[config.mk]
export PLATFORM = sky130hd
export DESIGN_NAME = rf_wb_arbiter
export DESIGN_NICKNAME = d
export VERILOG_FILES = /design/src/rtl/rf_wb_arbiter.sv
export SDC_FILE = /design/constraint.sdc
export NUM_CORES = 1
export LEC_CHECK = 0
export CORE_UTILIZATION = 25
export DETAILED_ROUTE_END_ITERATION = 8
export PLACE_DENSITY = 0.62
export SLEW_MARGIN = 5
export SYNTH_ARGS = -nofsm -noshare
export SYNTH_HDL_FRONTEND = slang
export SYNTH_SLANG_ARGS = --single-unit
[constraint.sdc]
create_clock -name clk -period 1.7 [get_ports clk]
set_clock_uncertainty 0.05 [all_clocks]
set_input_delay 0.34 -clock clk [delete_from_list [all_inputs] [get_ports clk]]
set_output_delay 0.34 -clock clk [all_outputs]
set_load 0.05 [all_outputs]
[src/rtl/rf_wb_arbiter.sv]
// rf_wb_arbiter
//   Shares the single register-file write port between the ALU and load
//   writeback pipes. It also keeps a pending-producer scoreboard so that
//   decode can stall on RAW/WAW hazards.
//
//   Optional feature macro: WB_RR_EN
//     defined   -> round-robin arbitration on conflict (the first conflict
//                  after reset goes to mem)
//     undefined -> fixed priority, mem over alu (no pointer flop)
//
//   Ports
//     clk, rst_n                    clock, synchronous active-low reset
//     alu_valid/ready/rd/data       ALU writeback request (ready = grant)
//     mem_valid/ready/rd/data       load writeback request (ready = grant)
//     sb_set, sb_set_rd             decode marks a destination as pending
//     rs1_q, rs2_q, rd_q            decode hazard query addresses
//     rs1_busy, rs2_busy, rd_busy   queried register has a pending producer
//     rf_we, rf_waddr, rf_wdata     registered register-file write port
`timescale 1ns/1ps
module rf_wb_arbiter #(
  parameter int XLEN = 64,
  parameter int AW   = 5
) (
  input  logic            clk,
  input  logic            rst_n,
  input  logic            alu_valid,
  output logic            alu_ready,
  input  logic [AW-1:0]   alu_rd,
  input  logic [XLEN-1:0] alu_data,
  input  logic            mem_valid,
  output logic            mem_ready,
  input  logic [AW-1:0]   mem_rd,
  input  logic [XLEN-1:0] mem_data,
  input  logic            sb_set,
  input  logic [AW-1:0]   sb_set_rd,
  input  logic [AW-1:0]   rs1_q,
  input  logic [AW-1:0]   rs2_q,
  input  logic [AW-1:0]   rd_q,
  output logic            rs1_busy,
  output logic            rs2_busy,
  output logic            rd_busy,
  output logic            rf_we,
  output logic [AW-1:0]   rf_waddr,
  output logic [XLEN-1:0] rf_wdata
);

  localparam int NREG = 1 << AW;

  logic [NREG-1:0] r_pending;
  logic [NREG-1:0] w_pending_nxt;
  logic            w_mem_wins;
  logic            w_gnt_alu;
  logic            w_gnt_mem;
  logic [AW-1:0]   w_wrd;
  logic [XLEN-1:0] w_wdata;
  logic            w_wr;

`ifdef WB_RR_EN
  // Remembers who won the last conflict; reset value makes mem win the
  // first conflict. Only conflicts move the pointer.
  logic r_alu_last;

  always_ff @(posedge clk) begin
    if (!rst_n) begin
      r_alu_last <= 1'b1;
    end else if (alu_valid && mem_valid) begin
      r_alu_last <= w_gnt_alu;
    end
  end

  assign w_mem_wins = r_alu_last;
`else
  assign w_mem_wins = 1'b1;
`endif

  // Grants are suppressed while reset is asserted so no request is consumed
  // and then dropped by the reset edge.
  always_comb begin
    w_gnt_alu = 1'b0;
    w_gnt_mem = 1'b0;
    if (rst_n) begin
      if (mem_valid && (!alu_valid || w_mem_wins)) begin
        w_gnt_mem = 1'b1;
      end else if (alu_valid) begin
        w_gnt_alu = 1'b1;
      end
    end
  end

  assign alu_ready = w_gnt_alu;
  assign mem_ready = w_gnt_mem;

  assign w_wrd   = w_gnt_mem ? mem_rd   : alu_rd;
  assign w_wdata = w_gnt_mem ? mem_data : alu_data;
  // A grant to x0 consumes the request but never reaches the register file.
  assign w_wr    = (w_gnt_alu || w_gnt_mem) && (w_wrd != '0);

  always_ff @(posedge clk) begin
    if (!rst_n) begin
      rf_we    <= 1'b0;
      rf_waddr <= '0;
      rf_wdata <= '0;
    end else begin
      rf_we <= w_wr;
      if (w_wr) begin
        rf_waddr <= w_wrd;
        rf_wdata <= w_wdata;
      end
    end
  end

  // Clear first, then set, so a same-cycle set on the register being written
  // leaves it pending for the new producer.
  always_comb begin
    w_pending_nxt = r_pending;
    if (rf_we) begin
      w_pending_nxt[rf_waddr] = 1'b0;
    end
    if (sb_set && (sb_set_rd != '0)) begin
      w_pending_nxt[sb_set_rd] = 1'b1;
    end
    w_pending_nxt[0] = 1'b0;
  end

  always_ff @(posedge clk) begin
    if (!rst_n) begin
      r_pending <= '0;
    end else begin
      r_pending <= w_pending_nxt;
    end
  end

  // The register being written this cycle is bypassed by the register file,
  // so it already reads as not busy.
  function automatic logic f_busy(input logic [NREG-1:0] pend,
                                  input logic            we,
                                  input logic [AW-1:0]   waddr,
                                  input logic [AW-1:0]   q);
    f_busy = pend[q] && !(we && (waddr == q)) && (q != '0);
  endfunction

  assign rs1_busy = f_busy(r_pending, rf_we, rf_waddr, rs1_q);
  assign rs2_busy = f_busy(r_pending, rf_we, rf_waddr, rs2_q);
  assign rd_busy  = f_busy(r_pending, rf_we, rf_waddr, rd_q);

endmodule

# After elaboration in Yosys (flattened, before gate mapping)
# Index checks and enable logic that the tools add are counted.
# op_classes
add_sub_neg	0
multipliers	0
n_div	0
order_cmp	7
eq_ne	3
shift	0
muxes	19
bitwise_logic	3
reduce_logical	22
# op_table
operator	count
2-to-1 mux 32 bit	2
2-to-1 mux 64 bit	1
AND 32 bit	1
NOT 32 bit	1
bitwise OR 32 bit	1
less-than comparator 5 x 6 -> 1 bit (second input constant)	5
nonzero test 5 bit	5
binary-select mux 1 bit (select 5 bit)	3
equality test 5 bit	3
logical AND 1 bit	13
demux 1 bit (select 5 bit)	2
greater-or-equal comparator 5 x 1 -> 1 bit (second input constant)	2
2-to-1 mux 1 bit	10
2-to-1 mux 5 bit	1
logical NOT 1 bit	3
logical OR 1 bit	1
# word_totals
register_bits	102
latchBits	0
ramBits	0
rom_bits	0
in_bits	163
output_inout_bits	75
elab_cells	59
mem_count	0

# Longest topological paths before layout
# depth
word_depth	9
ltp_mapped	8
ltp_nobuf	5

# Least setup slack after synthesis
# No wires, ideal clock.
# synth_timing
path_type	reg2out
start	reg rf_waddr[4]
end	out rs1_busy
arrival_ns	1.761
t_required_ns	1.310
path_slack_ns	-0.451
stages_incl_launch_ff	6
n_path_buf	1
cell_sequence	dfxtp_1 -> clkbuf_1 -> xor2_1 -> nor4_1 -> nand3_1 -> o21a_1
# synth_via
elab_chain_len	5
# synth_lines
element	line	source
from (decl)	43	output logic [AW-1:0] rf_waddr,
from (signal assigned)	106	rf_waddr <= w_wrd;
equality test 5 bit	139	f_busy = pend[q] && !(we && (waddr == q)) && (q != '0);
logical AND 1 bit	139	
logical NOT 1 bit	139	
logical AND 1 bit (2 in series)	139	
to (decl)	39	output logic rs1_busy,
# No other way between the ends.

# Final worst setup path
# layout_timing
start	reg r_pending[16]
end	out rs1_busy
# layout_via
elab_chain_len	4
# layout_lines
element	line	source
from (decl)	49	logic [NREG-1:0] r_pending;
from (signal assigned)	129	r_pending <= w_pending_nxt;
binary-select mux 1 bit (select 5 bit)	139	
2-to-1 mux 1 bit (not written as such)	139	
logical AND 1 bit (2 in series)	139	
# No other way between the ends. The select of a mux whose other input is x is not followed.

==> results.ini <==
[clock_network]
h-tree-depth = 3
cts_buffers = 9
clkLatencyLatePin_ns = 0.35
cts_setup_buffers = 0
cts.clk_slew.worst_paths_ns = 0.08
root_buffer = clkbuf_16
cts_tree = done
numClockSinks = 101
cts.path.max_buffers = 2
cts_hold_buffers = 0

[timing]
setup_ws_ns = -0.5195
maxSlewViolCount = 0
hold_viol_final = 0
whs_ns = 0.4482
grt_setup_unrepaired = yes
relSlewSlack = 0.7211
fmax_mhz = 450.5
min_period_over_period = 1.306
finalSetupViolCount = 3
tightest_slew_ns = 0.4171
finalCriticalPeriod_ns = 2.220

[synthesis]
yosys_warnings = 0
synth_edf_count = 0
yosys.area.top_type_share = 0.3535
syn_area_per_cell_um2 = 9.710
ys_ff_latch = 101
synth_seq_area_share = 0.3535
synth_cells = 589
synth_fp_nets = 752
synthTopCellsByArea = dfxtp_1 35%, mux2i_1 13%, o211a_1 12%, o21ai_0 8.6%, mux4_2 7.5%
synth_top_area_cell = dfxtp_1
synth_cell_type_count = 41
netlist_area_um2 = 5719
synthFlopType = dfxtp_1
synthArstFlopShare = 0

[global_routing]
grt_pass1_vias = 5700
grt_max_degree = 79
antenna_found_initial = 0
grt_first_pass_wirelength_um = 32550
grt_usage = 0.1792
overflow = 0

[final_layout]
layout.nets = 1019
final_common_cell = clkdlybuf4s50_1
areaGrowthSynthToFinish_pct = 63.68
num_antenna_cells = 0
fillerInstances = 2138
final_area_um2 = 9361
instances_no_fill = 1141
final_cell_mix = 142 x clkdlybuf4s50_1, 118 x buf_4, 93 x o21ai_0, 79 x dfxtp_1, 73 x mux2i_1
drive_gt1_frac = 0.2811
finish.utilization = 0.4237

[run]
max_cap_violations = 0

[setup_path]
critPathMostFrequentCell = nor3_1
critPathSlowestCell = mux4_2
slowest_delay_ns = 0.45
reg2reg_slack_ns = 0.13
criticalPathCategory = reg2out
worstPathArrival_ns = 1.83
crit_fanout = 4
end_kind = output port
start_kind = flip-flop
required_ns = 1.31
crit_chain = mux4_2 > nor3_1 > nor3_1 > o21a_2 > buf_8

[drt]
drt-initial-drc-count = 365
dr_total_vias = 5753
final_antenna_net_count = 0
wirelength_um = 21940
first_pass_iters = 4
wire_per_inst_um = 19.23
drc_errors = 0
via_per_inst = 5.042

[placement]
post-dp-hpwl_um = 15430
port_buffers = 237
gp_congestion = 0.9175
post-place-ws_ns = -0.8999
place_area_um2 = 8731
dp.cells = 1118

[power]
p_leak_nw = 4.519
peakVddDrop_uv = 433.1
powerDensity_nw_per_um2 = 767.0

[run_status]
violations = negative setup slack
status = finished with violations

[floorplan]
core_region_area_um2 = 22090
initial_core_util = 0.2589
die-area_um2 = 23490
die_h_um = 153.3
io-pin-count = 238
num_rows = 54
die_w_um = 153.3

[min_path]
min_path_type = reg2reg

area by class of cell:
class	count	area, µm²	area share
clock buffer	10	239.0	0.02553
clock inverter	6	76.32	0.008153
inverter	2	7.507	0.0008019
multi-input combinational	430	3533	0.3774
sequential	101	2052	0.2192
tap	280	350.3	0.03742
timing repair buffer	312	3103	0.3315
Yosys cell counts (2+ instances only):
| cell type | instances |
|---|---|
| dfxtp_1 | 101 |
| o21ai_0 | 98 |
| mux2i_1 | 73 |
| o211a_1 | 68 |
| nand2_1 | 42 |
| a21boi_0 | 31 |
| clkbuf_1 | 28 |
| buf_2 | 23 |
| mux4_2 | 19 |
| xor2_1 | 12 |
| nand2b_1 | 10 |
| nor2_1 | 8 |
| nor3_1 | 7 |
| nand3_1 | 5 |
| nand3b_1 | 5 |
| nor3b_1 | 5 |
| a211oi_1 | 4 |
| o21a_1 | 4 |
| o21ai_1 | 4 |
| o22ai_1 | 4 |
| a311oi_1 | 3 |
| and3b_1 | 3 |
| mux2_2 | 3 |
| nor4_1 | 3 |
| nor4bb_1 | 3 |
| xnor2_1 | 3 |
| and3_1 | 2 |
| buf_6 | 2 |
| clkbuf_2 | 2 |
| o22a_1 | 2 |
| or3b_2 | 2 |
state kept, by name, indices dropped and copies added, names as in the netlist:
name,flops
rf_waddr,5
rf_wdata,64
r_pending,31
rf_we,1
power by group:
part	total (W)	switching [W]	internal [W]
combinational	0.00232	0.00125	0.00107
clock	0.00221	0.00100	0.00121
sequential	0.00265	0.000116	0.00253
total	0.00718	0.00237	0.00481
kinds of logic (layout without fill, tap and decap cells):
family,after synthesis,after routing,synth area share
AOI/OAI and AO/OA,221,221,0.2781
DFF,101,101,0.3535
and+or+nand+nor,99,99,0.09079
muxes,95,95,0.2085
buffers and inverters,58,330,0.04616
xor gates and xnor gates,15,15,0.02297
what timing repair did:
item                       4_1_cts  5_1_grt
gates cloned                     2        5
pin swaps                       10        6
resized for setup               54       30
setup endpoints to repair       73       72
path summary, 6_finish.rpt:
path | endpoint | depth (start not counted) | startpoint
max reg2reg | r_pending[28] | 4 | rf_waddr[0]
min | rf_wdata[50] | 1 | rf_wdata[50]
max | rs1_busy | 5 | r_pending[16]
min reg2reg | rf_wdata[50] | 1 | rf_wdata[50]
through the flow:
step,TNS (ns),total power (W)
2_1_floorplan,-0.3847,0.003900
3_3_place_gp,-30.66,0.004905
3_5_place_dp,-30.83,0.004914
4_1_cts,-1.481,0.007208
5_1_grt,-1.640,0.007497
6_report,-1.501,0.007180
routing by layer:
layer / share of wire / GRT usage
met5: 0 / 0
met4: 0.021 / 0.04954
met3: 0.073 / 0.05018
met2: 0.49 / 0.3051
met1: 0.42 / 0.2198
critical path: cells and delay by family, from the launching register on:
| family | cells | cell delay (ns) |
|---|---|---|
| multiplexers | 1 | 0.45 |
| flip-flops | 1 | 0.36 |
| AND/OR/NAND/NOR | 2 | 0.26 |
| AO/OA/AOI/OAI | 1 | 0.24 |
| buffers and inverters | 1 | 0.15 |
Note: power is estimated with default switching activity, not from simulation.
